`src/rtl/sync_fifo_param.sv`:
```
// Single-clock parametrised FIFO with occupancy count, threshold flags and sticky errors.
// Define FIFO_FWFT_EN for first-word-fall-through reads; default is a registered read.
module sync_fifo_param #(
  parameter int DATA_W    = 8,
  parameter int DEPTH     = 90,
  parameter int AF_THRESH = DEPTH - 4,
  parameter int AE_THRESH = 4,
  parameter int CNT_W     = $clog2(DEPTH + 1)
) (
  input  logic              clk,
  input  logic              rst,
  input  logic              wr_en,
  input  logic [DATA_W-1:0] wr_data,
  input  logic              rd_en,
  output logic [DATA_W-1:0] rd_data,
  output logic              o_fifo_full,
  output logic              o_fifo_empty,
  output logic              o_fifo_almost_full,
  output logic              o_fifo_almost_empty,
  output logic [CNT_W-1:0]  o_fifo_count,
  output logic              o_overflow,
  output logic              o_underflow
);
  localparam int AW = $clog2(DEPTH);
  localparam logic [AW-1:0]    LAST   = AW'(DEPTH - 1);
  localparam logic [CNT_W-1:0] FULL_C = CNT_W'(DEPTH);
  localparam logic [CNT_W-1:0] AF_C   = CNT_W'(AF_THRESH);
  localparam logic [CNT_W-1:0] AE_C   = CNT_W'(AE_THRESH);

  logic [DATA_W-1:0] mem [DEPTH];
  logic [AW-1:0]     wr_addr, rd_addr;
  logic [CNT_W-1:0]  cnt_nxt;
  logic              wr_acc, rd_acc;

  // Acceptance uses the registered flags, so a same-cycle opposite op never unblocks.
  assign wr_acc = wr_en && !o_fifo_full;
  assign rd_acc = rd_en && !o_fifo_empty;

  always_comb begin
    cnt_nxt = o_fifo_count;
    case ({wr_acc, rd_acc})
      2'b10:   cnt_nxt = o_fifo_count + 1'b1;
      2'b01:   cnt_nxt = o_fifo_count - 1'b1;
      default: cnt_nxt = o_fifo_count;
    endcase
  end

  always_ff @(posedge clk) begin
    if (rst) begin
      wr_addr             <= '0;
      rd_addr             <= '0;
      o_fifo_count        <= '0;
      o_fifo_full         <= 1'b0;
      o_fifo_empty        <= 1'b1;
      o_fifo_almost_full  <= 1'b0;
      o_fifo_almost_empty <= 1'b1;
      o_overflow          <= 1'b0;
      o_underflow         <= 1'b0;
    end else begin
      if (wr_acc) wr_addr <= (wr_addr == LAST) ? '0 : wr_addr + 1'b1;
      if (rd_acc) rd_addr <= (rd_addr == LAST) ? '0 : rd_addr + 1'b1;
      o_fifo_count        <= cnt_nxt;
      o_fifo_full         <= (cnt_nxt == FULL_C);
      o_fifo_empty        <= (cnt_nxt == '0);
      o_fifo_almost_full  <= (cnt_nxt >= AF_C);
      o_fifo_almost_empty <= (cnt_nxt <= AE_C);
      if (wr_en && o_fifo_full)  o_overflow  <= 1'b1;
      if (rd_en && o_fifo_empty) o_underflow <= 1'b1;
    end
  end

  always_ff @(posedge clk) begin
    if (!rst && wr_acc) mem[wr_addr] <= wr_data;
  end

`ifdef FIFO_FWFT_EN
  assign rd_data = o_fifo_empty ? '0 : mem[rd_addr];
`else
  always_ff @(posedge clk) begin
    if (rst)         rd_data <= '0;
    else if (rd_acc) rd_data <= mem[rd_addr];
  end
`endif

endmodule
```
`config.mk`:
```
export PLATFORM = sky130hd
export DESIGN_NAME = sync_fifo_param
export DESIGN_NICKNAME = d
export VERILOG_FILES = /design/src/rtl/sync_fifo_param.sv
export SDC_FILE = /design/constraint.sdc
export NUM_CORES = 1
export LEC_CHECK = 0
export BUFFER_PORTS_ARGS = -buffer_cell sky130_fd_sc_hd__buf_2
export CAP_MARGIN = 10
export CORE_UTILIZATION = 57
export DETAILED_ROUTE_END_ITERATION = 8
export PLACE_DENSITY = 0.76
export SLEW_MARGIN = 5
export SYNTH_ARGS = -nofsm -noshare
export SYNTH_HDL_FRONTEND = slang
export SYNTH_SLANG_ARGS = --single-unit
```
`constraint.sdc`:
```
create_clock -name clk -period 2.72 [get_ports clk]
set_clock_uncertainty 0.15 [all_clocks]
set_input_delay 0.272 -clock clk [delete_from_list [all_inputs] [get_ports clk]]
set_output_delay 0.272 -clock clk [all_outputs]
set_load 0.03 [all_outputs]
```
==> flow_summary.toml <==
[critical_path]
end_kind = "flip-flop"
r2r-start = "rd_addr[1]"
critical_path_required_ns = 3.04
setup.worst_path.end = "rd_data[0]"
critPathArrivalTime_ns = 2.98
setup.worst_path.class = "flip-flop to flip-flop"
rr_endpoint = "rd_data[0]"
worst_r2r_path_depth = 8
start_kind = "flip-flop"
ff2ff_setup_slack_ns = 0.06
timing.critical_path.from = "rd_addr[1]"
worst-path-max-fanout = 10

[clock_network]
clk_path_buf_depth = 3
number_of_buffers_created_by_cts = 75
cell_chosen_for_the_clock_root = "clkbuf_16"
cts_tree = "done"
htree_num_levels = 3
clk_transition_reported_paths_ns = 0.06
worst_skew_late_latency_ns = 0.61
clkSinkCount = 755

[grt]
grt_pass1_wl_um = 107000
grt_overflow = 0
grt_pass1_vias = 16367
grt_antenna_before_repair = 0
grt_use_total = 0.278
grt_start_max_net_pins = 91

[sta]
min_period_ns = 2.66
crit_share_post_route = 0.977
setup_viol_count_final = 0
max_clock_freq_mhz = 376
setup_total_negative_slack_ns = 0
worst_slew_pin_slew_ns = 0.879
max-slew-margin-rel = 0.414
drv_slew = 0
timing_hold_violations_final = 0

[logic_synthesis]
leading_cell_types_by_count_after_synthesis = "720 x edfxtp_1, 168 x mux4_2, 135 x nor2_1"
synth_fp_nets = 1560
synthesis.area_per_instance_um2 = 19.4
edff_count_synth = 720
synth.distinct_cells = 69
post_synth_main_area_contributors = "edfxtp_1 72%, mux4_2 13%, dfxtp_1 2.3%"
syn-instance-count = 1542
yosysTopAreaCellShare = 0.722
ys_async_sr_fraction = 0
yosys_warnings = 0
postSynth.topFlopCell = "edfxtp_1"
synth.ff_latch_count = 755
mappedNetlistArea_mm2 = 0.0300
synth_area_leader_cell = "edfxtp_1"
yosys.cell_count.top_type = "edfxtp_1"
synth-seq-area-share = 0.745

[floorplanning]
die-width_um = 231
placement_rows = 83
floorplan.core_area_mm2 = 0.0516
initial_utilization = 0.580
die_area_mm2 = 0.0535
vert_die_dim_um = 231
ios = 33

[layout]
antenna_cells_inserted = 0
layout-drive-gt1-share = 0.297
syn_to_final_growth_pct = 15.8
net_count_of_the_finished_layout = 1800
postLayoutCoreUtil = 0.672

[hold_path]
worstHoldPathType = "input port to flip-flop"
hold_depth = 1

[detailed_routing]
post-route-drc-count = 0
drtPass1Iterations = 6
postRouteWirelength_um = 71600
ant_nets = 0
routed_via_density = 6.52
detail_route.iter0.violations = 2321
route.detailed.wl_per_inst_um = 28.5
vias = 16395

[power]
leakage_uw = 0.0112
power.ir.vdd_worst_v = 0.000683
power-per-cell-area_mw_per_mm2 = 784

[run]
timing.max_cap.violations = 0

[status]
status = "finished, final reports clean"

[placement]
sum_of_net_half_perimeters_after_detailed_placement_um = 45300
gp_routability_congestion = 0.865
placement.io_buffers = 32
==> state kept, by name, indices dropped and copies added, names as in the netlist <==
signal,cells
mem,720
rd_data,8
o_fifo_count,7
rd_addr,7
wr_addr,7
o_fifo_almost_empty,1
o_fifo_almost_full,1
o_fifo_empty,1
o_fifo_full,1
o_overflow,1
o_underflow,1
==> layer usage <==
layer,track usage,routed length [µm],vias to the layer above
li1,-,-,6831
met1,0.389,27200,8406
met2,0.439,34600,970
met3,0.0530,7120,188
met4,0.103,2720,0
met5,0,0,-
==> worst min-delay path by stage <==
stage	slack, ns	end	startpoint
finish	0.04	mem[50][3]	wr_data[3]
global route	0.04	mem[36][2]	wr_data[2]
CTS	0.02	mem[34][3]	wr_data[3]
detailed placement	0.34	o_overflow	o_overflow
global placement	0.29	o_underflow	o_underflow
floorplan	0.22	mem[0][0]	wr_data[0]
==> critical path, cell delays in order, from the launching register on <==
cell	delay [ns]
dfxtp_4	0.42
buf_12	0.16
mux4_2	0.49
mux4_2	0.51
nor2_1	0.19
a211oi_1	0.10
a41oi_1	0.23
buf_4	0.16
a31oi_1	0.09
==> repair_timing <==
item,in CTS,in global routing
hold endpoints to repair,33,0
hold buffers,7,0
pin swaps,0,1
setup buffers,5,3
gates resized for setup,0,12
endpoints found under the setup margin,7,6
==> logic make-up (layout without fill, tap and decap cells) <==
logic type / after synthesis / in the layout / share of synthesized area
DFF: 755 / 755 / 0.745
xor gates and xnor gates: 15 / 15 / 0.00464
and+or+nand+nor: 284 / 284 / 0.0451
adders and majority gates: 6 / 6 / 0.00251
muxes: 225 / 225 / 0.146
AOI/OAI and AO/OA: 157 / 157 / 0.0376
buffers and inverters: 100 / 394 / 0.0192
==> through the flow <==
step	instances	hold WS [ns]	setup slack (ns)	cell area, µm²	total power (µW)
floorplan	1542	0.221	-0.0382	30000	16100
global placement	2370	0.291	-0.201	32200	17300
detailed placement	2370	0.342	-0.191	32200	17400
CTS	2513	0.0245	0.00252	34600	27200
global route	2516	0.0365	-0.0358	34700	28000
finish	2516	0.0400	0.0631	34700	27200
==> cell usage in the layout (no fill, tap or decap), drive strengths merged, types with 7 or more instances in the layout <==
| cell type | instances |
|---|---|
| mux2 | 12 |
| nor2 | 135 |
| a21oi | 23 |
| dlygate4sd3 | 7 |
| a211oi | 12 |
| buf | 243 |
| edfxtp | 720 |
| a31oi | 10 |
| xnor2 | 8 |
| mux2i | 45 |
| nand4 | 12 |
| nor3 | 7 |
| nand3 | 23 |
| or3 | 14 |
| xor2 | 7 |
| dfxtp | 35 |
| nand2 | 36 |
| inv | 14 |
| nor2b | 21 |
| a22oi | 30 |
| clkbuf | 97 |
| o21ai | 21 |
| clkinv | 27 |
| mux4 | 168 |
==> power by group <==
part,switching [µW],internal (µW)
logic,2270,2090
clock network,4180,5670
registers,158,12800
==> area by class of cell <==
type / instances / area (µm²)
flip-flops and latches: 755 / 22300
multi-input cells: 687 / 7120
clock inverters: 34 / 270
repair buffers: 250 / 2010
clock buffers: 97 / 2040
well taps: 680 / 851
fillers: 3213 / 16900
inverters: 13 / 48.8
Note: power is estimated with default switching activity, not from simulation.
